### src/rtl/if_id_queue.sv
// IF/ID decoupling queue: buffers fetched {inst, pc+4} pairs and presents them in order to decode.
// First-word fall-through from storage; flush discards everything; no same-cycle bypass.
module if_id_queue #(
    parameter int unsigned DEPTH  = 4,
    parameter int unsigned INST_W = 32,
    parameter int unsigned PC_W   = 32
) (
    input  logic                       clk,
    input  logic                       reset,
    input  logic                       in_valid,
    output logic                       in_ready,
    input  logic [INST_W-1:0]          in_inst,
    input  logic [PC_W-1:0]            in_pc,
    output logic                       out_valid,
    input  logic                       out_ready,
    output logic [INST_W-1:0]          out_inst,
    output logic [PC_W-1:0]            out_pc,
    input  logic                       flush,
    output logic [$clog2(DEPTH+1)-1:0] count
);

    localparam int unsigned PTR_W = $clog2(DEPTH);
    localparam int unsigned CNT_W = $clog2(DEPTH + 1);

    typedef struct packed {
        logic [INST_W-1:0] inst;
        logic [PC_W-1:0]   pc;
    } entry_t;

    entry_t             mem [DEPTH];
    logic [PTR_W-1:0]   wr_ptr;
    logic [PTR_W-1:0]   rd_ptr;
    logic [CNT_W-1:0]   cnt;
    logic               do_enq;
    logic               do_deq;
    entry_t             head;

    // Status depends on registered occupancy only; no path from out_ready to in_ready.
    always_comb begin
        in_ready  = (cnt != CNT_W'(DEPTH));
        out_valid = (cnt != '0);
        do_enq    = in_valid && in_ready && !flush;
        do_deq    = out_valid && out_ready && !flush;
        head      = mem[rd_ptr];
        out_inst  = out_valid ? head.inst : '0;
        out_pc    = out_valid ? head.pc   : '0;
        count     = cnt;
    end

    // Pointer and occupancy update; reset outranks flush, flush outranks traffic.
    always_ff @(posedge clk) begin
        if (reset || flush) begin
            wr_ptr <= '0;
            rd_ptr <= '0;
            cnt    <= '0;
        end else begin
            if (do_enq) begin
                wr_ptr <= wr_ptr + PTR_W'(1);
            end
            if (do_deq) begin
                rd_ptr <= rd_ptr + PTR_W'(1);
            end
            if (do_enq && !do_deq) begin
                cnt <= cnt + CNT_W'(1);
            end else if (do_deq && !do_enq) begin
                cnt <= cnt - CNT_W'(1);
            end
        end
    end

    // Storage carries no reset; contents are only observed through count.
    always_ff @(posedge clk) begin
        if (!reset && do_enq) begin
            mem[wr_ptr] <= '{inst: in_inst, pc: in_pc};
        end
    end

endmodule

### config.mk
export PLATFORM = sky130hd
export DESIGN_NAME = if_id_queue
export DESIGN_NICKNAME = d
export VERILOG_FILES = /design/src/rtl/if_id_queue.sv
export SDC_FILE = /design/constraint.sdc
export NUM_CORES = 1
export LEC_CHECK = 0
export ABC_AREA = 1
export ABC_CLOCK_PERIOD_IN_PS = 5200
export CORE_MARGIN = 10
export CORE_UTILIZATION = 53
export CTS_CLUSTER_DIAMETER = 60
export DETAILED_ROUTE_END_ITERATION = 7
export PLACE_DENSITY = 0.77
export SKIP_LAST_GASP = 1
export SLEW_MARGIN = 40
export SYNTH_ARGS = -nofsm -noshare
export SYNTH_HDL_FRONTEND = slang
export SYNTH_SLANG_ARGS = --single-unit
### constraint.sdc
create_clock -name clk -period 5.2 [get_ports clk]
set_input_delay 0.78 -clock clk [delete_from_list [all_inputs] [get_ports clk]]
set_output_delay 0.78 -clock clk [all_outputs]
set_load 0.1 [all_outputs]
; Yosys cells after proc, flatten, opt, wreduce, memory -nomap -nowiden
; Memories as Yosys holds them, arrays and structs flattened. A register that Yosys moved wholly into a read port is not among the register bits.
; Cells that the tools add are included.
[word_totals]
mem_count = 1
wordCells = 31
out_inout_bits = 69
mem_bits_rw = 256
inputBits = 69
reg_bits = 7
[op_classes]
n_reduce_logical = 14
n_mux = 8
n_eq_ne = 1
add_sub_neg = 4
[memory_table]
columns = name, depth, word_bits, read_ports, rd_ports_with_merged_regs, write_ports, line
row1 = mem, 4, 64, 1, 1, 1, 30  ; entry_t mem [DEPTH];
[op_table]
columns = op, count
row1 = $mux 32, 2
row2 = $logic_and 1x1->1, 7
row3 = $mux 3, 2
row4 = $add 2x1->2 const B, 2
row5 = $logic_not 1->1, 4
row6 = $mux 2, 2
row7 = $add 3x1->3 const B, 1
row8 = $ne 3x3->1 const B, 1
row9 = $reduce_bool 3->1, 1
row10 = $sub 3x1->3 const B, 1
row11 = $mux 1, 2
row12 = $reduce_bool 2->1, 1
row13 = $logic_or 1x1->1, 1

; Depth between registers and ports, before layout
[depth]
ltp_word = 7
ltp_mapped = 13
depth_no_buf = 13

; Worst setup path before layout
; OpenSTA, ideal clock, no wires.
[synth_path]
path_type = reg2reg
from = register cnt[1] (netlist: count[1])
to = memory mem[0][0] in the netlist's numbering, enable pin
stages_incl_launch_ff = 7
arrival_ps = 4949
setup_time_ps = 486
n_path_buf = 0
period_less_slack_ps = 5435
path_slack_ps = -235
t_required_ps = 4714
path_cell_list = dfxtp_1 > nor2_1 > nand2_1 > nand2_1 > nor2_1 > nand2_1 > nor2_1
[synth_via]
elab_chain_len = 6
[synth_lines]
columns = item, line
row1 = start: declaration, 33  ; logic [CNT_W-1:0] cnt;
row2 = start signal: assignment, 64  ; cnt <= cnt + CNT_W'(1);
row3 = start signal: assignment, 66  ; cnt <= cnt - CNT_W'(1);
row4 = $ne 3x3->1, 40  ; in_ready = (cnt != CNT_W'(DEPTH));
row5 = named net in_ready, 11  ; output logic in_ready,
row6 = $logic_and 1x1->1 (2 in a row), 42  ; do_enq = in_valid && in_ready && !flush;
row7 = named net do_enq, 34  ; logic do_enq;
row8 = $logic_and 1x1->1, 73  ; if (!reset && do_enq) begin
row9 = $mux 1, 73
row10 = $mux 1 (implied by the code), 74  ; mem[wr_ptr] <= '{inst: in_inst, pc: in_pc};
row11 = end: declaration, 30
; The timed path passes the listed nets, and every way through them passes these cells.

==> results.md <==
- WL final: 22200 um
- Crit end category: primary output
- Residual DRC count: 0
- Worst Hold Depth: 2
- Critical path data arrival time: 2.84 ns
- Most frequent cells in the layout: 266 x nor2_1, 256 x edfxtp_1, 118 x o21ai_0
- GP Congestion: 0.775
- Number of synthesized register bits: 265
- Power per cell area: about 370 nW/um^2
- Clock Root Buffer: clkbuf_16
- Most common cell after layout, fill and taps aside: nor2_1
- Synthesized area: approximately 10000 um^2
- Hold Crit Start: rd_ptr[0]$_SDFFE_PP0P_
- Nets: 1038
- Chip Width: 160 um
- Area grow syn2layout: 20.2%
- Total CTS buffers: 25
- Leakage: 0.00444 uW
- Reg2Reg Setup Slack: approximately 2.8 ns
- Die area: about 26000 um^2
- Cell breakdown of the critical path: buf_4 -> nor2_1 -> nor2_1 -> o21ai_0 -> a21oi_1 -> buf_2
- Max Root-Sink Buffers: 3
- Via count: 6542
- Seq/Total Area, Yosys: 0.754
- Initial core utilization: 0.538
- Pins Over Slew Limit: 0
- Fin crit share: 0.696
- Antenna cells: 0
- Slew @ Worst Pin: between 0.8 and 0.9 ns
- CP max stage cell: dfxtp_4
- Max cap viols: 0
- Fin crit period: 3.62 ns
- CP Max Fanout: 60
- Total Power: 4630 uW
- Initial antenna violation count: 0
- Largest net degree at the start of global routing: 77
- TritonCTS clock tree: yes
- ANT nets after route: 0
- Fin area: 12500 um^2
- Cell area after placement: 11800 um^2
- CP peak stage delay: a little under 0.8 ns
- GRT overflow: 0
- CP most frequent cell: nor2_1
- Cell variety after synth: 19
- Fin. Hold Viols: 0
- Syn_area_per_cell: 12.6 um^2
- Detail-routed net length per standard cell: 17.8 um
- 1st-pass router iterations: 5
- RR Endpoint: mem[3][56]$_DFFE_PP_
- Post-CTS Setup Bufs: 0
- Status: complete, no violations
- Dpl hpwl: around 13000 um
- I/O Buffers: 137
- CP endpoint: out_inst[27]
- Register-to-Register Path Depth: 7
- Kind of critical path: reg -> out
- Hold slack final: 0.506 ns
- RR Startpoint: count[0]$_SDFFE_PP0P_
- Unrepaired setup endpoints after global routing: false
- Core Area: ~19000 um^2
- Layout cells sized above 1: 0.133
- Clk sinks: 265
- Die Y: roughly 160 um
- Clk slew on worst S/H paths: 0.06 ns
- First-pass GRT wire length: 34600 um
- Slew margin rel.: 0.448
- Syn Inst Count: 829
- Num ports: around 140
- Number of global-route vias before repair: between 6000 and 7000
- Tot GR Track Use: 0.166
- Worst vdd ir: 0.291 mV
- Cts-stage hold buffer count: 0
- Ys Warns: 0
- H-tree depth: 1
- Worst-case clock skew: between 0.01 and 0.015 ns
- # resized after CTS: 0
- Later-pin clock latency in the skew report: 0.51 ns
- Setup TNS: 0 ns
- Vias per cell: 5.26
- Maximum clock rate: 0.276 GHz
- Crit start category: register
- Synthesized net count: 904
- Core Rows: around 50
- CP required: 4.42 ns
- Iter 0 DRT Violations: 377
- Endpoints failing setup: 0
- Min-Delay Path Class: reg -> reg
==> area by class of cell <==
type	instances	area (um^2)
flip-flops and latches	265	7870
fillers	1473	6860
multi-input cells	498	2220
repair buffers	154	1250
clock buffers	30	644
well taps	265	332
clock inverters	12	139
inverters	19	75.1
==> critical path: cells and delay by family (launching register included) <==
family | cells | cell delay, ns
buf+inv | 2 | 0.95
compound gates | 2 | 0.36
simple gates | 2 | 0.19
flops | 1 | 0.79
==> worst min path at each step <==
stage / endpoint / slack [ns]
2_1_floorplan: register / 0.47
3_3_place_gp: register / 0.49
3_5_place_dp: register / 0.49
4_1_cts: register / 0.51
5_1_grt: register / 0.53
6_report: register / 0.51
==> routing by layer <==
metal	vias up	global-route usage	part of all wire
met3	34	0.0306	0.064
met1	3129	0.195	0.39
met5	-	0	0
li1	3185	-	-
met2	194	0.305	0.53
met4	0	0.0455	0.017
==> metrics by stage <==
step | utilization | cells | worst slack, ns
global placement | 0.619 | 1198 | 1.46
detailed placement | 0.606 | 1201 | 2.15
floorplan | - | 829 | -0.235
finish | 0.646 | 1243 | 1.58
global route | 0.646 | 1243 | 1.39
CTS | 0.646 | 1243 | 1.54
==> cell families (layout without fill, tap and decap cells) <==
| family | Yosys count | in the layout | synth area share |
|---|---|---|---|
| AO/OA/AOI/OAI | 198 | 198 | 0.0950 |
| XOR/XNOR | 1 | 1 | 0.000840 |
| adder cells (fa/ha/maj) | 6 | 6 | 0.00792 |
| buffers and inverters | 66 | 215 | 0.0355 |
| flip-flops | 265 | 265 | 0.754 |
| AND/OR/NAND/NOR | 293 | 293 | 0.106 |
==> flip-flops by register name, summed over array words and instances, names as in the netlist, named ones only <==
register	flops
rd_ptr	2
count	3
wr_ptr	2
mem	256
==> cells in the mapped netlist <==
library cell | instances | share of area
o21ai_1 | 10 | 0.0048
buf_6 | 12 | 0.013
nand3_1 | 4 | 0.0019
edfxtp_1 | 256 | 0.74
fa_1 | 1 | 0.0019
clkbuf_1 | 12 | 0.0043
xor2_1 | 1 | 0.00084
nor2_1 | 270 | 0.097
inv_2 | 3 | 0.0011
nand3b_1 | 1 | 0.00072
inv_1 | 16 | 0.0058
buf_2 | 14 | 0.0067
nand2_1 | 18 | 0.0065
a21oi_1 | 70 | 0.034
buf_4 | 4 | 0.0029
o21ai_0 | 118 | 0.057
ha_1 | 5 | 0.0060
buf_1 | 5 | 0.0018
dfxtp_1 | 9 | 0.017
==> report_power, final <==
| group | internal [uW] | switching, uW |
|---|---|---|
| sequential | 2360 | 9.20 |
| combinational | 107 | 417 |
| clock | 1030 | 709 |
(Power assumes the default switching activity.)
